--- src/rtl/conv_pkg.sv ---
// Shared constants, tap indices and FSM encoding for the layer-0 window generator.
package conv_pkg;

   localparam int DATA_W = 20;
   localparam int IMG_W  = 64;
   localparam int ADDR_W = 12;

   // Coordinate width inside the image, plus one bit so the scan can reach IMG_W.
   localparam int CRD_W = $clog2(IMG_W);
   localparam int POS_W = CRD_W + 1;
   localparam int NTAPS = 9;

   localparam int TAP_NW = 0;
   localparam int TAP_N  = 1;
   localparam int TAP_NE = 2;
   localparam int TAP_W  = 3;
   localparam int TAP_C  = 4;
   localparam int TAP_E  = 5;
   localparam int TAP_SW = 6;
   localparam int TAP_S  = 7;
   localparam int TAP_SE = 8;

   typedef enum logic [2:0] {
      IDLE,
      FETCH,
      CAPTURE,
      EMIT,
      DONE
   } state_t;

endpackage

--- src/rtl/conv_line_buf.sv ---
// Two-row line buffer: one shared index, rows cascade lb0 -> lb1 on each write.
module conv_line_buf
   import conv_pkg::*;
#(
   parameter int W     = DATA_W,
   parameter int DEPTH = IMG_W
) (
   input  logic                     clk,
   input  logic                     we_i,
   input  logic [$clog2(DEPTH)-1:0] idx_i,
   input  logic [W-1:0]             wdata_i,
   output logic [W-1:0]             rd0_o,
   output logic [W-1:0]             rd1_o
);

   logic [W-1:0] lb0_q [DEPTH];
   logic [W-1:0] lb1_q [DEPTH];

   // Reads return the pre-write contents, so the caller sees rows r-1 and r-2.
   assign rd0_o = lb0_q[idx_i];
   assign rd1_o = lb1_q[idx_i];

   always_ff @(posedge clk) begin
      if (we_i) begin
         lb1_q[idx_i] <= lb0_q[idx_i];
         lb0_q[idx_i] <= wdata_i;
      end
   end

endmodule

--- src/rtl/conv_window_gen.sv ---
// Raster-scan 3x3 zero-padded window generator feeding the layer-0 convolver.
// Optional WINGEN_PAD_MASK_EN adds win_pad_mask (one bit per tap lying outside the image).
module conv_window_gen
   import conv_pkg::*;
(
   input  logic                    clk,
   input  logic                    reset,
   input  logic                    start,
   output logic                    busy,
   output logic                    done,
   output logic [ADDR_W-1:0]       iaddr,
   output logic                    ird,
   input  logic [DATA_W-1:0]       idata,
   output logic                    win_valid,
   input  logic                    win_ready,
   output logic [NTAPS*DATA_W-1:0] win_data,
   output logic [CRD_W-1:0]        win_row,
   output logic [CRD_W-1:0]        win_col,
   output logic                    win_last
`ifdef WINGEN_PAD_MASK_EN
  ,output logic [8:0]              win_pad_mask
`endif
);

   localparam logic [POS_W-1:0] IMG_END = POS_W'(IMG_W);

   state_t                        state_q, state_d;
   logic [POS_W-1:0]              pr_q, pr_d, pc_q, pc_d, pr_nx, pc_nx;
   logic [NTAPS-1:0][DATA_W-1:0]  win_q, win_d, win_base;
   logic [CRD_W-1:0]              row_q, row_d, col_q, col_d;
   logic                          last_q, last_d;
   logic [2:0][DATA_W-1:0]        new_col;
   logic [DATA_W-1:0]             lb0_rd, lb1_rd, pix_new;
   logic                          pr_in, pc_in, in_img, lb_we, to_emit;

   assign pr_in   = pr_q < IMG_END;
   assign pc_in   = pc_q < IMG_END;
   assign in_img  = pr_in && pc_in;
   assign to_emit = (pr_q != '0) && (pc_q != '0);
   assign pix_new = in_img ? idata : '0;
   assign lb_we   = (state_q == CAPTURE) && pc_in;

   conv_line_buf #(.W(DATA_W), .DEPTH(IMG_W)) u_lb (
      .clk     (clk),
      .we_i    (lb_we),
      .idx_i   (pc_q[CRD_W-1:0]),
      .wdata_i (pix_new),
      .rd0_o   (lb0_rd),
      .rd1_o   (lb1_rd)
   );

   // Top padding falls out of the row gating; right/bottom padding out of pc/pr == IMG_W.
   assign new_col[0] = (pc_in && pr_q >= POS_W'(2)) ? lb1_rd : '0;
   assign new_col[1] = (pc_in && pr_q != '0)        ? lb0_rd : '0;
   assign new_col[2] = pix_new;
   assign win_base   = (pc_q == '0) ? '0 : win_q;

   always_comb begin
      pc_nx = pc_q + POS_W'(1);
      pr_nx = pr_q;
      if (pc_q == IMG_END) begin
         pc_nx = '0;
         pr_nx = pr_q + POS_W'(1);
      end
   end

   always_comb begin
      state_d = state_q;
      pr_d    = pr_q;
      pc_d    = pc_q;
      win_d   = win_q;
      row_d   = row_q;
      col_d   = col_q;
      last_d  = last_q;
      unique case (state_q)
         IDLE: begin
            if (start) begin
               state_d = FETCH;
               pr_d    = '0;
               pc_d    = '0;
            end
         end
         FETCH: state_d = CAPTURE;
         CAPTURE: begin
            win_d[TAP_NW] = win_base[TAP_N];
            win_d[TAP_N]  = win_base[TAP_NE];
            win_d[TAP_NE] = new_col[0];
            win_d[TAP_W]  = win_base[TAP_C];
            win_d[TAP_C]  = win_base[TAP_E];
            win_d[TAP_E]  = new_col[1];
            win_d[TAP_SW] = win_base[TAP_S];
            win_d[TAP_S]  = win_base[TAP_SE];
            win_d[TAP_SE] = new_col[2];
            if (to_emit) begin
               state_d = EMIT;
               row_d   = CRD_W'(pr_q - POS_W'(1));
               col_d   = CRD_W'(pc_q - POS_W'(1));
               last_d  = (pr_q == IMG_END) && (pc_q == IMG_END);
            end else begin
               state_d = FETCH;
               pr_d    = pr_nx;
               pc_d    = pc_nx;
            end
         end
         EMIT: begin
            if (win_ready) begin
               last_d = 1'b0;
               if (last_q) begin
                  state_d = DONE;
               end else begin
                  state_d = FETCH;
                  pr_d    = pr_nx;
                  pc_d    = pc_nx;
               end
            end
         end
         DONE:    state_d = IDLE;
         default: state_d = IDLE;
      endcase
   end

   always_ff @(posedge clk or posedge reset) begin
      if (reset) begin
         state_q <= IDLE;
         pr_q    <= '0;
         pc_q    <= '0;
         win_q   <= '0;
         row_q   <= '0;
         col_q   <= '0;
         last_q  <= 1'b0;
      end else begin
         state_q <= state_d;
         pr_q    <= pr_d;
         pc_q    <= pc_d;
         win_q   <= win_d;
         row_q   <= row_d;
         col_q   <= col_d;
         last_q  <= last_d;
      end
   end

   // Row-major address reduces to a concatenation because IMG_W is a power of two.
   assign ird       = (state_q == FETCH) && in_img;
   assign iaddr     = ird ? ADDR_W'({pr_q[CRD_W-1:0], pc_q[CRD_W-1:0]}) : '0;
   assign busy      = (state_q != IDLE);
   assign done      = (state_q == DONE);
   assign win_valid = (state_q == EMIT);
   assign win_data  = win_q;
   assign win_row   = row_q;
   assign win_col   = col_q;
   assign win_last  = last_q;

`ifdef WINGEN_PAD_MASK_EN
   logic [8:0] mask_q, mask_d;
   logic [2:0] row_out, col_out;

   // Index 0 is the top row / left column of the window about to be emitted.
   assign row_out = {pr_q == IMG_END, 1'b0, pr_q == POS_W'(1)};
   assign col_out = {pc_q == IMG_END, 1'b0, pc_q == POS_W'(1)};

   always_comb begin
      mask_d = mask_q;
      if (state_q == CAPTURE && to_emit) begin
         for (int r = 0; r < 3; r++) begin
            for (int c = 0; c < 3; c++) begin
               mask_d[3*r+c] = row_out[r] | col_out[c];
            end
         end
      end
   end

   always_ff @(posedge clk or posedge reset) begin
      if (reset) mask_q <= '0;
      else       mask_q <= mask_d;
   end

   assign win_pad_mask = mask_q;
`endif

endmodule

--- config.mk ---
export PLATFORM = sky130hd
export DESIGN_NAME = conv_window_gen
export DESIGN_NICKNAME = d
export VERILOG_FILES = /design/src/rtl/conv_pkg.sv /design/src/rtl/conv_line_buf.sv /design/src/rtl/conv_window_gen.sv
export SDC_FILE = /design/constraint.sdc
export NUM_CORES = 2
export LEC_CHECK = 0
export ABC_AREA = 1
export CORE_AREA = 2 2 485 487
export CTS_CLUSTER_DIAMETER = 80
export DETAILED_ROUTE_END_ITERATION = 12
export DIE_AREA = 0 0 487 489
export PLACE_DENSITY = 0.66
export SLEW_MARGIN = 15
export SYNTH_ARGS = -nofsm -noshare
export SYNTH_HDL_FRONTEND = slang
export SYNTH_SLANG_ARGS = --single-unit
export TNS_END_PERCENT = 20
--- constraint.sdc ---
create_clock -name clk -period 9.4 [get_ports clk]
set_clock_uncertainty 0.1 [all_clocks]
set_input_delay 1.88 -clock clk [delete_from_list [all_inputs] [get_ports clk]]
set_output_delay 1.88 -clock clk [all_outputs]
set_load 0.01 [all_outputs]
==> out/metrics.cfg <==
[timing]
finalHoldViolCount=0
slew_viol_final=0
rsz0062_at_grt=no
layout_setup_ws_ns=4.221
fin_tns_setup_ns=0
fin_crit_ns=5.179
slew_headroom=0.2471
whs_ns=0.3806
setup_viol=0
worstMarginPinSlew_ns=1.125
fmax_mhz=193.1
period_share=0.5510

[clock_tree]
cts.hold.buffers_added=0
htree_num_levels=5
ctsLongestPathBuffers=4
clock_sinks=2770
cts_tree=done
cts_setup_buffers=0
root_buffer=clkbuf_16
path_clk_slew_ns=0.06
cts-resized-gates=0
clock_latency_ns=0.95
cts_buffers=296

[global_routing]
grt_pass1_vias=77310
grt_max_degree=188
grt_usage=0.2891
overflow=0
grt_pass1_wl_um=509900
grt_antenna_before_repair=10

[floorplanning]
die_h_um=489
num_rows=178
io_pins=233
die_w_um=487
start_util=0.4953
core_area_mm2=0.2336
dieArea_mm2=0.2381

[drt]
drt_first_iter_violations=10950
drt-total-wl_um=347000
wl_per_cell_um=23.40
drc=0
postRouteAntennaNets=0
vias=81610
avgViaCountPerCell=5.502
drt-pass1-iter-count=6

[logic_synthesis]
synth_xor_area_frac=0.0005299
synth.distinct_cells=35
synth_top_family_by_area=simple AND/OR/NAND/NOR gates
syn-num-nets=11470
synthMuxAreaShare=0
synthCells=11440
ys_warn_count=0
avgSynthCellArea_um2=10.11
synth-simple-area-share=0.2514
synthAdderAreaFrac=0.0005407
syn_area_mm2=0.1157
synth_seq_cells=2770
synth_compound_area_frac=0.008889
ys_seq_area_frac=0.7098

[worst_setup_path]
endpoint_kind=output pin
arrival_ns=3.20
r2r_cells=14
cp_max_fo=21
crit_type=flip-flop to output pin
worstPathRequired_ns=7.42
startpoint_type=flip-flop

[min_path]
hold_depth=2
hold_path_class=flip-flop to flip-flop

[power_and_ir_drop]
p_leak_nw=54.26
ir_worst_vdd_v=0.0002342
powerDensity_mw_per_mm2=292.5

[outcome]
status=finished, final reports clean

[cells_and_area]
nNetsFinal=11600
nFillCells=19420
drive_above_1_share=0.05855
area_growth_pct=12.67

[place]
place_worst_setup_slack_ns=4.195
hpwl_um=181600
io_buffers=232
gp_congestion=0.8646

[run]
maxCapViolCount=0

## synth_stat cells
cell type,instances,area [µm²]
o211ai_1,7,52.55
edfxtp_1,2560,76870
a31oi_1,4,25.02
o21ai_4,1,16.27
o22ai_1,20,125.1
nor2_1,220,825.8
xnor2_1,2,17.52
nand2_1,7460,28000
o21ai_0,139,695.7
nand4_1,4,25.02
ha_1,5,62.56
nor2_4,2,22.52
a21oi_1,4,20.02
buf_2,336,1682
o21ai_1,14,70.07
nand2_2,1,6.260
o21a_1,1,7.510
buf_1,24,90.09
clkbuf_1,188,705.7
nor3_1,7,35.03
clkinv_1,2,7.510
inv_4,1,6.260
nor2_2,4,25.02
nand3_1,22,110.1
or2_1,1,6.260
dfrtp_1,210,5255
buf_4,25,187.7
o31ai_1,1,7.510
nor3_2,1,10.01
xor2_1,5,43.79
inv_1,159,596.8
or2_2,4,25.02
a41oi_1,1,8.760
buf_6,4,45.04
inv_2,3,11.26
## path summary, 6_finish.rpt
kind,from,to,slack (ns)
max,pc_q[6]$_DFFE_PP0P_,iaddr[10],4.22
min,win_data[138]$_DFFE_PP0N_,win_data[138]$_DFFE_PP0N_,0.38
max reg2reg,pc_q[0]$_DFFE_PP0P_,u_lb.lb1_q[27][8]$_DFFE_PP_,4.25
min reg2reg,win_data[138]$_DFFE_PP0N_,win_data[138]$_DFFE_PP0N_,0.38
max in group asynchronous,reset,pc_q[2]$_DFFE_PP0P_,6.45
min in group asynchronous,reset,win_data[117]$_DFFE_PP0N_,1.29
## final cells by class
cell class	count	area (µm²)	share of cell area
timing repair buffer	404	3784	0.02902
multi-input combinational	7930	31020	0.2380
antenna	4	10.01	0.00007678
sequential	2770	82140	0.6301
inverter	165	659.4	0.005058
clock inverter	113	948.4	0.007275
tap	3060	3829	0.02937
clock buffer	386	7970	0.06114
## where the power goes
group          internal, W  switching (W)
clock              0.00638        0.00465
combinational      0.00274        0.00857
sequential          0.0154       0.000366
## metal layers
layer  track usage  part of all wire  routed length, µm  vias up
met4       0.09339             0.034              11770        6
met2        0.4552              0.45             157500     4717
met1        0.4081              0.40             139000    39140
li1              -                 -                  -    37060
met3       0.05383              0.11              38800      685
met5             0          0.000081                 28        -
## critical path, cell delays in order, from the launching register on
cell and delay [ns]:
dfrtp_1 0.45, nor2_1 0.16, inv_2 0.04, buf_4 0.27
nor2_1 0.27, inv_1 0.22, nor2_1 0.24, clkdlybuf4s50_1 0.61
## cell families (layout without fill, tap and decap cells)
family                   after synthesis  in the layout
flip-flops                          2770           2770
AO/OA/AOI/OAI                        192            192
other                                  0              4
XOR/XNOR                               7              7
buffers and inverters                742           1068
AND/OR/NAND/NOR                     7726           7726
adder cells (fa/ha/maj)                5              5
## layout by cell type (no fill, tap or decap), types with 4 or more instances in the layout
cell type / n
buf_4: 159
bufinv_16: 16
nand2_4: 7
o21ai_0: 139
clkinv_1: 48
clkinvlp_4: 4
clkdlybuf4s50_1: 232
or2_2: 4
edfxtp_1: 2560
clkbuf_1: 72
ha_1: 5
nor3_2: 5
nor2_4: 91
clkbuf_16: 300
nand2_2: 14
a21oi_1: 4
clkinv_2: 40
o211ai_1: 7
buf_12: 12
nor2_1: 132
xor2_1: 5
clkbuf_8: 14
o21ai_1: 14
diode_2: 4
o22ai_1: 20
nand2_1: 7440
nand4_1: 4
a31oi_1: 4
inv_1: 156
dfrtp_1: 207
nand3_1: 22
inv_6: 4
## stage by stage
| step | std cells | total power, W | utilization | area (µm²) |
|---|---|---|---|---|
| after floorplan | 11440 | 0.02279 | - | 115700 |
| after global routing | 14830 | 0.03988 | 0.5580 | 130400 |
| after global placement | 14330 | 0.02701 | 0.5195 | 121400 |
| after detailed placement | 14330 | 0.02716 | 0.5195 | 121400 |
| after CTS | 14830 | 0.03808 | 0.5577 | 130300 |
| final | 14830 | 0.03813 | 0.5580 | 130400 |
## flip-flops by register name, summed over array words and instances (netlist names), 3 cells and up
signal / flops
u_lb.lb0_q: 1280
u_lb.lb1_q: 1280
win_row: 6
state_q: 3
pr_q: 7
pc_q: 7
win_col: 6
win_data: 180
Power figures use the tool's default switching activity.
